$ cat src/rtl/asic_cmdq_pkg.sv
// Shared types and constants for the accelerator command queue.
// Optional same-cycle bypass path is enabled by defining ASIC_CMDQ_BYPASS_EN.
package asic_cmdq_pkg;

    // One buffered processor command as seen by the accelerator.
    typedef struct packed {
        logic [63:0] rs1;
        logic [6:0]  funct;
        logic [6:0]  opcode;
    } asic_cmd_t;

    localparam int ASIC_CMD_NBITS = 78;

    // custom-0 opcode space
    localparam logic [6:0] ASIC_ACCEL_OPCODE_DEFAULT = 7'h0B;

    // True when a command targets the accelerator and must be buffered.
    function automatic logic is_accel_cmd(input asic_cmd_t cmd, input logic [6:0] accel_opcode);
        return (cmd.opcode == accel_opcode);
    endfunction

endpackage

$ cat src/rtl/asic_cmd_queue_if.sv
// Handshake bundle between processor, command queue and accelerator.
// master = processor/accelerator side, slave = the queue itself.
interface asic_cmd_queue_if;

    // processor -> queue
    logic [63:0] cmd_rs1_i;
    logic [6:0]  cmd_inst_funct_i;
    logic [6:0]  cmd_inst_opcode_i;
    logic        cmd_valid_i;
    logic        cmd_ready_o;

    // queue -> accelerator
    logic [63:0] deq_rs1_o;
    logic [6:0]  deq_inst_funct_o;
    logic [6:0]  deq_inst_opcode_o;
    logic        deq_valid_o;
    logic        deq_ready_i;

    modport master (
        output cmd_rs1_i, cmd_inst_funct_i, cmd_inst_opcode_i, cmd_valid_i, deq_ready_i,
        input  cmd_ready_o, deq_rs1_o, deq_inst_funct_o, deq_inst_opcode_o, deq_valid_o
    );

    modport slave (
        input  cmd_rs1_i, cmd_inst_funct_i, cmd_inst_opcode_i, cmd_valid_i, deq_ready_i,
        output cmd_ready_o, deq_rs1_o, deq_inst_funct_o, deq_inst_opcode_o, deq_valid_o
    );

endinterface

$ cat src/rtl/asic_cmdq_storage.sv
// DEPTH-entry command register array: one write port, one asynchronous read port.
// Contents are intentionally not reset; validity is tracked by the pointers.
module asic_cmdq_storage
    import asic_cmdq_pkg::*;
#(
    parameter int DEPTH = 4,
    localparam int AW   = $clog2(DEPTH)
) (
    input  logic            clk,
    input  logic            wr_en,
    input  logic [AW-1:0]   wr_addr,
    input  asic_cmd_t       wr_data,
    input  logic [AW-1:0]   rd_addr,
    output asic_cmd_t       rd_data
);

    asic_cmd_t mem_reg [DEPTH];

    // Capture the incoming command into the addressed entry.
    always_ff @(posedge clk) begin
        if (wr_en) begin
            mem_reg[wr_addr] <= wr_data;
        end
    end

    // Head entry is read combinationally so the queue can present it without extra latency.
    assign rd_data = mem_reg[rd_addr];

endmodule

$ cat src/rtl/asic_cmd_queue.sv
// Decoupling command FIFO in front of the accelerator command port.
// Filters non-accelerator opcodes (counted as drops) and buffers the rest in order.
// Define ASIC_CMDQ_BYPASS_EN to let a matching command reach an empty queue's
// output in the same cycle; otherwise the path is strictly registered.
module asic_cmd_queue
    import asic_cmdq_pkg::*;
#(
    parameter int         DEPTH         = 4,
    parameter logic [6:0] ACCEL_OPCODE  = ASIC_ACCEL_OPCODE_DEFAULT,
    parameter int         DROP_CNT_BITS = 8
) (
    input  logic                      clk,
    input  logic                      reset,
    asic_cmd_queue_if.slave           bus,
    output logic [$clog2(DEPTH):0]    count_o,
    output logic                      drop_pulse_o,
    output logic [DROP_CNT_BITS-1:0]  drop_cnt_o
);

    localparam int AW = $clog2(DEPTH);
    localparam int PW = AW + 1;

    // Pointers carry one extra wrap bit so full and empty are distinguishable.
    logic [PW-1:0]            wr_ptr_reg, wr_ptr_next;
    logic [PW-1:0]            rd_ptr_reg, rd_ptr_next;
    logic [DROP_CNT_BITS-1:0] drop_cnt_reg, drop_cnt_next;
    logic                     drop_pulse_reg;

    asic_cmd_t cmd_in;
    asic_cmd_t head;

    logic empty;
    logic full;
    logic cmd_match;
    logic enq_fire;
    logic drop_fire;
    logic bypass_hit;
    logic wr_en;
    logic rd_adv;

    assign cmd_in = '{rs1: bus.cmd_rs1_i, funct: bus.cmd_inst_funct_i, opcode: bus.cmd_inst_opcode_i};

    assign empty     = (wr_ptr_reg == rd_ptr_reg);
    assign full      = (wr_ptr_reg[AW-1:0] == rd_ptr_reg[AW-1:0]) && (wr_ptr_reg[AW] != rd_ptr_reg[AW]);
    assign cmd_match = is_accel_cmd(cmd_in, ACCEL_OPCODE);

    // Ready depends only on occupancy, never on the accelerator's ready.
    assign bus.cmd_ready_o = !full;
    assign enq_fire        = bus.cmd_valid_i && !full;
    assign drop_fire       = enq_fire && !cmd_match;

    // Output selection: head entry, or the live command when bypassing an empty queue.
    always_comb begin
        bypass_hit            = 1'b0;
        bus.deq_valid_o       = !empty;
        bus.deq_rs1_o         = head.rs1;
        bus.deq_inst_funct_o  = head.funct;
        bus.deq_inst_opcode_o = head.opcode;
`ifdef ASIC_CMDQ_BYPASS_EN
        bypass_hit = empty && bus.cmd_valid_i && cmd_match;
        if (empty) begin
            bus.deq_valid_o       = bypass_hit;
            bus.deq_rs1_o         = cmd_in.rs1;
            bus.deq_inst_funct_o  = cmd_in.funct;
            bus.deq_inst_opcode_o = cmd_in.opcode;
        end
`endif
    end

    // A bypassed command consumed this cycle is never written to storage.
    assign wr_en  = enq_fire && cmd_match && !(bypass_hit && bus.deq_ready_i);
    assign rd_adv = bus.deq_ready_i && !empty;

    // Next-state for pointers and the saturating drop counter.
    always_comb begin
        wr_ptr_next   = wr_ptr_reg;
        rd_ptr_next   = rd_ptr_reg;
        drop_cnt_next = drop_cnt_reg;
        if (wr_en) begin
            wr_ptr_next = wr_ptr_reg + PW'(1);
        end
        if (rd_adv) begin
            rd_ptr_next = rd_ptr_reg + PW'(1);
        end
        if (drop_fire && (drop_cnt_reg != {DROP_CNT_BITS{1'b1}})) begin
            drop_cnt_next = drop_cnt_reg + DROP_CNT_BITS'(1);
        end
    end

    // Control state; cleared immediately by the asynchronous reset.
    always_ff @(posedge clk or posedge reset) begin
        if (reset) begin
            wr_ptr_reg     <= '0;
            rd_ptr_reg     <= '0;
            drop_cnt_reg   <= '0;
            drop_pulse_reg <= 1'b0;
        end else begin
            wr_ptr_reg     <= wr_ptr_next;
            rd_ptr_reg     <= rd_ptr_next;
            drop_cnt_reg   <= drop_cnt_next;
            drop_pulse_reg <= drop_fire;
        end
    end

    asic_cmdq_storage #(
        .DEPTH (DEPTH)
    ) u_storage (
        .clk     (clk),
        .wr_en   (wr_en),
        .wr_addr (wr_ptr_reg[AW-1:0]),
        .wr_data (cmd_in),
        .rd_addr (rd_ptr_reg[AW-1:0]),
        .rd_data (head)
    );

    assign count_o      = wr_ptr_reg - rd_ptr_reg;
    assign drop_pulse_o = drop_pulse_reg;
    assign drop_cnt_o   = drop_cnt_reg;

endmodule

$ cat src/flat_wrapper.sv
// flat-port wrapper written by rule: the top's interface ports become plain ports
module asic_cmd_queue_flat import asic_cmdq_pkg::*;
#(
    parameter int         DEPTH         = 4,
    parameter logic [6:0] ACCEL_OPCODE  = ASIC_ACCEL_OPCODE_DEFAULT,
    parameter int         DROP_CNT_BITS = 8
)
  (clk, reset, count_o, drop_pulse_o, drop_cnt_o, bus_cmd_rs1_i, bus_cmd_inst_funct_i, bus_cmd_inst_opcode_i, bus_cmd_valid_i, bus_deq_ready_i, bus_cmd_ready_o, bus_deq_rs1_o, bus_deq_inst_funct_o, bus_deq_inst_opcode_o, bus_deq_valid_o);
  asic_cmd_queue_if bus_i ();
  input  logic clk;
  input  logic reset;
  output logic [$clog2(DEPTH):0] count_o;
  output logic drop_pulse_o;
  output logic [DROP_CNT_BITS-1:0] drop_cnt_o;
  input wire logic [$bits(bus_i.cmd_rs1_i)-1:0] bus_cmd_rs1_i;
  input wire logic [$bits(bus_i.cmd_inst_funct_i)-1:0] bus_cmd_inst_funct_i;
  input wire logic [$bits(bus_i.cmd_inst_opcode_i)-1:0] bus_cmd_inst_opcode_i;
  input wire logic [$bits(bus_i.cmd_valid_i)-1:0] bus_cmd_valid_i;
  input wire logic [$bits(bus_i.deq_ready_i)-1:0] bus_deq_ready_i;
  output wire logic [$bits(bus_i.cmd_ready_o)-1:0] bus_cmd_ready_o;
  output wire logic [$bits(bus_i.deq_rs1_o)-1:0] bus_deq_rs1_o;
  output wire logic [$bits(bus_i.deq_inst_funct_o)-1:0] bus_deq_inst_funct_o;
  output wire logic [$bits(bus_i.deq_inst_opcode_o)-1:0] bus_deq_inst_opcode_o;
  output wire logic [$bits(bus_i.deq_valid_o)-1:0] bus_deq_valid_o;
  assign bus_i.cmd_rs1_i = bus_cmd_rs1_i;
  assign bus_i.cmd_inst_funct_i = bus_cmd_inst_funct_i;
  assign bus_i.cmd_inst_opcode_i = bus_cmd_inst_opcode_i;
  assign bus_i.cmd_valid_i = bus_cmd_valid_i;
  assign bus_i.deq_ready_i = bus_deq_ready_i;
  assign bus_cmd_ready_o = bus_i.cmd_ready_o;
  assign bus_deq_rs1_o = bus_i.deq_rs1_o;
  assign bus_deq_inst_funct_o = bus_i.deq_inst_funct_o;
  assign bus_deq_inst_opcode_o = bus_i.deq_inst_opcode_o;
  assign bus_deq_valid_o = bus_i.deq_valid_o;
  asic_cmd_queue #(.DEPTH(DEPTH), .ACCEL_OPCODE(ACCEL_OPCODE), .DROP_CNT_BITS(DROP_CNT_BITS)) u_core (.clk(clk), .reset(reset), .bus(bus_i), .count_o(count_o), .drop_pulse_o(drop_pulse_o), .drop_cnt_o(drop_cnt_o));
endmodule
$ cat config.mk
export PLATFORM = sky130hd
export DESIGN_NAME = asic_cmd_queue_flat
export DESIGN_NICKNAME = d
export VERILOG_FILES = /design/src/rtl/asic_cmdq_pkg.sv /design/src/rtl/asic_cmd_queue_if.sv /design/src/rtl/asic_cmdq_storage.sv /design/src/rtl/asic_cmd_queue.sv /design/src/flat_wrapper.sv
export SDC_FILE = /design/constraint.sdc
export NUM_CORES = 1
export LEC_CHECK = 0
export CORE_MARGIN = 2
export CORE_UTILIZATION = 43
export CTS_CLUSTER_DIAMETER = 40
export CTS_CLUSTER_SIZE = 28
export DETAILED_ROUTE_END_ITERATION = 8
export HOLD_SLACK_MARGIN = 0.12
export PLACE_DENSITY = 0.65
export SETUP_SLACK_MARGIN = 0.1
export SYNTH_ARGS = -nofsm -noshare
export SYNTH_HDL_FRONTEND = slang
export SYNTH_SLANG_ARGS = --single-unit
export TNS_END_PERCENT = 1
$ cat constraint.sdc
create_clock -name clk -period 4.3 [get_ports clk]
set_input_delay 0.86 -clock clk [delete_from_list [all_inputs] [get_ports clk]]
set_output_delay 0.86 -clock clk [all_outputs]
set_load 0.05 [all_outputs]
Yosys cells after proc, flatten, opt, wreduce, memory -nomap -nowiden
Memory sizes are Yosys's and may differ from the RTL's.
Index checks and enable logic that the tools add are counted.
{"block": "op_classes", "n_mux": 2, "n_addsub": 4, "n_reduce_logical": 9, "n_eq_ne": 5}
{"op": "8-bit by 1-bit adder with 8-bit output, second input constant", "count": 1}
{"op": "8-bit inequality test, second input constant", "count": 1}
{"op": "7-bit by 4-bit == test with 1-bit output, second input constant", "count": 1}
{"op": "3-bit by 1-bit adder with 3-bit output, second input constant", "count": 2}
{"op": "1-bit logical AND", "count": 6}
{"op": "3-bit == test", "count": 1}
{"op": "1-bit logical NOT", "count": 3}
{"op": "3-bit subtractor", "count": 1}
{"op": "2-bit == test", "count": 1}
{"op": "1-bit two-way mux", "count": 2}
{"op": "1-bit inequality test", "count": 1}
{"block": "totals", "out_inout_bits": 92, "regBits": 15, "memories": 1, "word_cells": 25, "mem_bits_rw": 312}
{"name": "u_core.u_storage.mem_reg", "words": 4, "word_bits": 78, "read_ports": 1, "rd_clocked_by_memory_dff": 0, "write_ports": 1, "line_no": "asic_cmdq_storage.sv:17", "text": "asic_cmd_t mem_reg [DEPTH];"}

Longest topological paths before layout
{"block": "depth", "ltp_word": 7, "mapped_depth": 8, "mapped_depth_nobuf": 6}

By module
From an unflattened synthesis, not the netlist that was laid out.
{"block": "unflattened", "cells_unflattened": 487, "area_unflattened_um2": 12161.7}
{"mod": "asic_cmdq_storage", "cells_per_inst": 412, "instances": 1, "area_each_um2": 11304.6, "seq_area_each_um2": 9369.0}
{"mod": "asic_cmd_queue", "cells_per_inst": 75, "instances": 1, "area_each_um2": 857.1, "seq_area_each_um2": 375.4}

Worst setup path before layout
No wires, ideal clock.
{"block": "synth_path", "path_type": "register to register", "start": "register u_core.rd_ptr_reg[1]", "end": "memory u_core.u_storage.mem_reg[0][0] (netlist name), enable pin", "stages_incl_launch_ff": 8, "t_arrival_ps": 2861, "slack_ps": 1037, "cell_sequence": "dfrtp_1 clkbuf_1 clkbuf_1 inv_1 ha_1 and2_1 a211oi_4 and2_2"}
{"block": "synth_via", "elab_chain_len": 7}
{"item": "from (decl)", "line_no": "asic_cmd_queue.sv:25", "text": "logic [PW-1:0] rd_ptr_reg, rd_ptr_next;"}
{"item": "from (signal assigned)", "line_no": "asic_cmd_queue.sv:99", "text": "rd_ptr_reg <= rd_ptr_next;"}
{"item": "2-bit == test", "line_no": "asic_cmd_queue.sv:44", "text": "assign full = (wr_ptr_reg[AW-1:0] == rd_ptr_reg[AW-1:0]) && (wr_ptr_reg[AW] != rd_ptr_reg[AW]);"}
{"item": "1-bit logical AND", "line_no": "asic_cmd_queue.sv:44"}
{"item": "1-bit logical NOT", "line_no": "asic_cmd_queue.sv:49", "text": "assign enq_fire = bus.cmd_valid_i && !full;"}
{"item": "1-bit logical AND", "line_no": "asic_cmd_queue.sv:49"}
{"item": "1-bit logical AND", "line_no": "asic_cmd_queue.sv:71", "text": "assign wr_en = enq_fire && cmd_match && !(bypass_hit && bus.deq_ready_i);"}
{"item": "1-bit two-way mux", "line_no": "asic_cmdq_storage.sv:21", "text": "if (wr_en) begin"}
{"item": "1-bit two-way mux (not written as such)", "line_no": "asic_cmdq_storage.sv:22", "text": "mem_reg[wr_addr] <= wr_data;"}
{"item": "to (decl)", "line_no": "asic_cmdq_storage.sv:17"}
Every way passes these cells.

Final worst setup path
{"block": "layout_path", "start": "register u_core.rd_ptr_reg[1]", "end": "output port bus_deq_rs1_o[24]"}
{"block": "layout_via", "elab_chain_len": 1}
{"item": "memory 4 x 78 bit"}
{"item": "to (decl)", "line_no": "flat_wrapper.sv:21", "text": "output wire logic [$bits(bus_i.deq_rs1_o)-1:0] bus_deq_rs1_o;"}
Every way passes these cells.

==> metrics.yaml <==
status: "finished clean"
synth_seq_cells: 327
gp_congestion: 0.748
synth_warnings: 0
rrSetupSlack_ns: 1.29
area_delta_synth_final_pct: 29.3
io_buffers: 173
vias: 5657
cp-start-kind: "flop"
crit_buf_inv: 2
die_area_sq_mm: 0.0295
postSynthCellCount: 491
rsz0062_at_grt: "false"
whs_path_depth: 1
p_total_mw: 10.6
tns_ns: 0
drt-total-wl_um: 23100
dr.pass1.iters: 4
initial_core_util_pct: 43.6
power_leakage_nw: 5.09
synth_edf_count: 312
final_util_pct: 56.4
drc_errors: 0
crit_path_max_incr_delay_ns: 0.86
fp.dieW_um: 172
syn_area_per_cell_sq_um: 24.7
hold_path.class: "reg -> reg"
cts_sinks: 327
synth_ff_type: "edfxtp_1"
ys_async_sr_fraction_pct: 4.59
hpwl_um: 14000
highest_layer: "met4"
fin_crit_ns: 3.89
drt.antenna.violating_nets: 0
comb_power_share_pct: 36.5
layout_common_cells: "edfxtp_1, clkdlybuf4s50_1, mux4_2"
clock_skew_ns: 0.0206
num_rows: 61
post_dp_cell_area_sq_mm: 0.0144
coreArea_sq_mm: 0.0278
dr.first_iter.drc_count: 283
worstSkewPairLatency_ns: 0.53
finalHoldViolCount: 0
root_buffer: "clkbuf_16"
final_layout_size_suffix_gt1_share_pct: 22.3
io_pins: 174
cp.required_ns: 3.44
yosysSeqAreaShare_pct: 80.5
cts_setup_buffers: 0
p_int_mw: 6.86
p_switching_mw: 3.78
cp_num_cells: 3
vias_per_cell: 5.10
clk_path_buf_depth: 3
worstPathArrival_ns: 3.03
grt_pass1_wl_um: 34700
whs_ns: 0.526
nets: 792
finalCritPeriodShare_pct: 90.6
cts_tree: "yes"
post-place-ws_ns: 0.738
tightest_slew_ns: 0.675
layout_commonest_cell: "edfxtp_1"
swShare_pct: 35.5
h-tree-depth: 2
path_class: "reg -> out"
slowest_stage: "dfrtp_4"
wl_met2_um: 11500
r2r-end: "u_core.u_storage.mem_reg[2][58]"
syn_area_sq_mm: 0.0121
clk_pin_slew_ns: 0.05
max_freq_mhz: 257
ys_types: 30
p_clk_share_pct: 28.4
cts_resized: 0
drv_cap: 0
setup_viol: 0
cts_made_buffers: 39
startpoint: "u_core.rd_ptr_reg[1]"
drv_slew: 0
dr_wl_met3_um: 1540
fin_cells: 1109
largest_reg_flops: 312
rr_startpoint: "u_core.rd_ptr_reg[1]"
postLayoutCellArea_sq_mm: 0.0157
grt_util_all_layers_pct: 15.8
routedWlPerCell_um: 20.9
min-delay-start: "u_core.drop_cnt_o[0]"
setup_ws_ns: 0.406
crit_family: "buffers and inverters"
grt_overflow: 0
antenna_found_initial: 1
rr_worst_depth: 6
seqPwrFrac_pct: 35.1
ir_drop_v: 0.000434
powerDensity_mw_per_mm2: 680
grt_start_max_net_pins: 46
worst_setup_path_end_kind: "output pin"
fp.dieH_um: 172
wl_met1_um: 9490
min_to: "u_core.drop_cnt_o[0]"
dpl.cell_count: 1038
worstPathCellList: "buf_4 > mux4_2 > clkdlybuf4s50_1"
synth.net_count: 582
slew_headroom_pct: 55.0
cts_hold_buf: 0
cp_max_fo: 42
grt_pass1_vias: 6076
-- Yosys cell counts, types with 2 or more instances --
cell type  instances  area [sq um]
nor2_1             3          11.3
ha_1               8           100
nand3_1            3          15.0
mux4_2            78          1760
edfxtp_1         312          9370
o21ai_0            2          10.0
buf_2              8          40.0
mux2_2             3          33.8
xnor2_1            5          43.8
nand4_1            2          12.5
nor3_1             3          15.0
and2_2             3          22.5
nor4_1             3          18.8
clkbuf_1           9          33.8
xor2_1             7          61.3
dfrtp_1           15           375
inv_1              6          22.5
nand2_1            9          33.8
-- worst max path at each step --
stage | end | slack [ns]
finish | bus_deq_rs1_o[24] | 0.41
CTS | bus_deq_rs1_o[24] | 0.31
floorplan | u_core.u_storage.mem_reg[0][0] | 1.04
global route | bus_deq_rs1_o[24] | 0.29
detailed placement | u_core.u_storage.mem_reg[2][47] | 0.74
global placement | u_core.u_storage.mem_reg[2][40] | 0.82
-- power by group through the flow --
stage / clock network (mW) / registers (mW) / logic (mW)
finish: 3.02 / 3.73 / 3.88
floorplan: 0 / 3.77 / 2.71
CTS: 3.10 / 3.75 / 3.94
detailed placement: 0 / 3.81 / 3.92
global route: 3.24 / 3.76 / 4.05
global placement: 0 / 3.80 / 3.91
-- metal layers --
layer | global-route usage [%] | vias up
li1 | - | 2505
met1 | 20.5 | 2954
met2 | 25.8 | 158
met3 | 4.35 | 40
met4 | 5.33 | 0
met5 | 0 | -
-- cell type report --
class | count | area [sq um]
antenna | 1 | 2.50
clock buffer | 47 | 1040
clock inverter | 23 | 178
fill | 2109 | 12100
inverter | 6 | 22.5
multi-input combinational | 140 | 2270
sequential | 327 | 9750
tap | 378 | 473
timing repair buffer | 187 | 1920
-- cell families after synthesis --
logic type / share of synthesized area, %
multiplexers: 14.8
AND/OR/NAND/NOR: 1.61
buffers and inverters: 0.857
XOR/XNOR: 1.00
adder cells (fa/ha/maj): 0.992
flip-flops: 80.5
AO/OA/AOI/OAI: 0.300
Note: power is estimated with default switching activity, not from simulation.
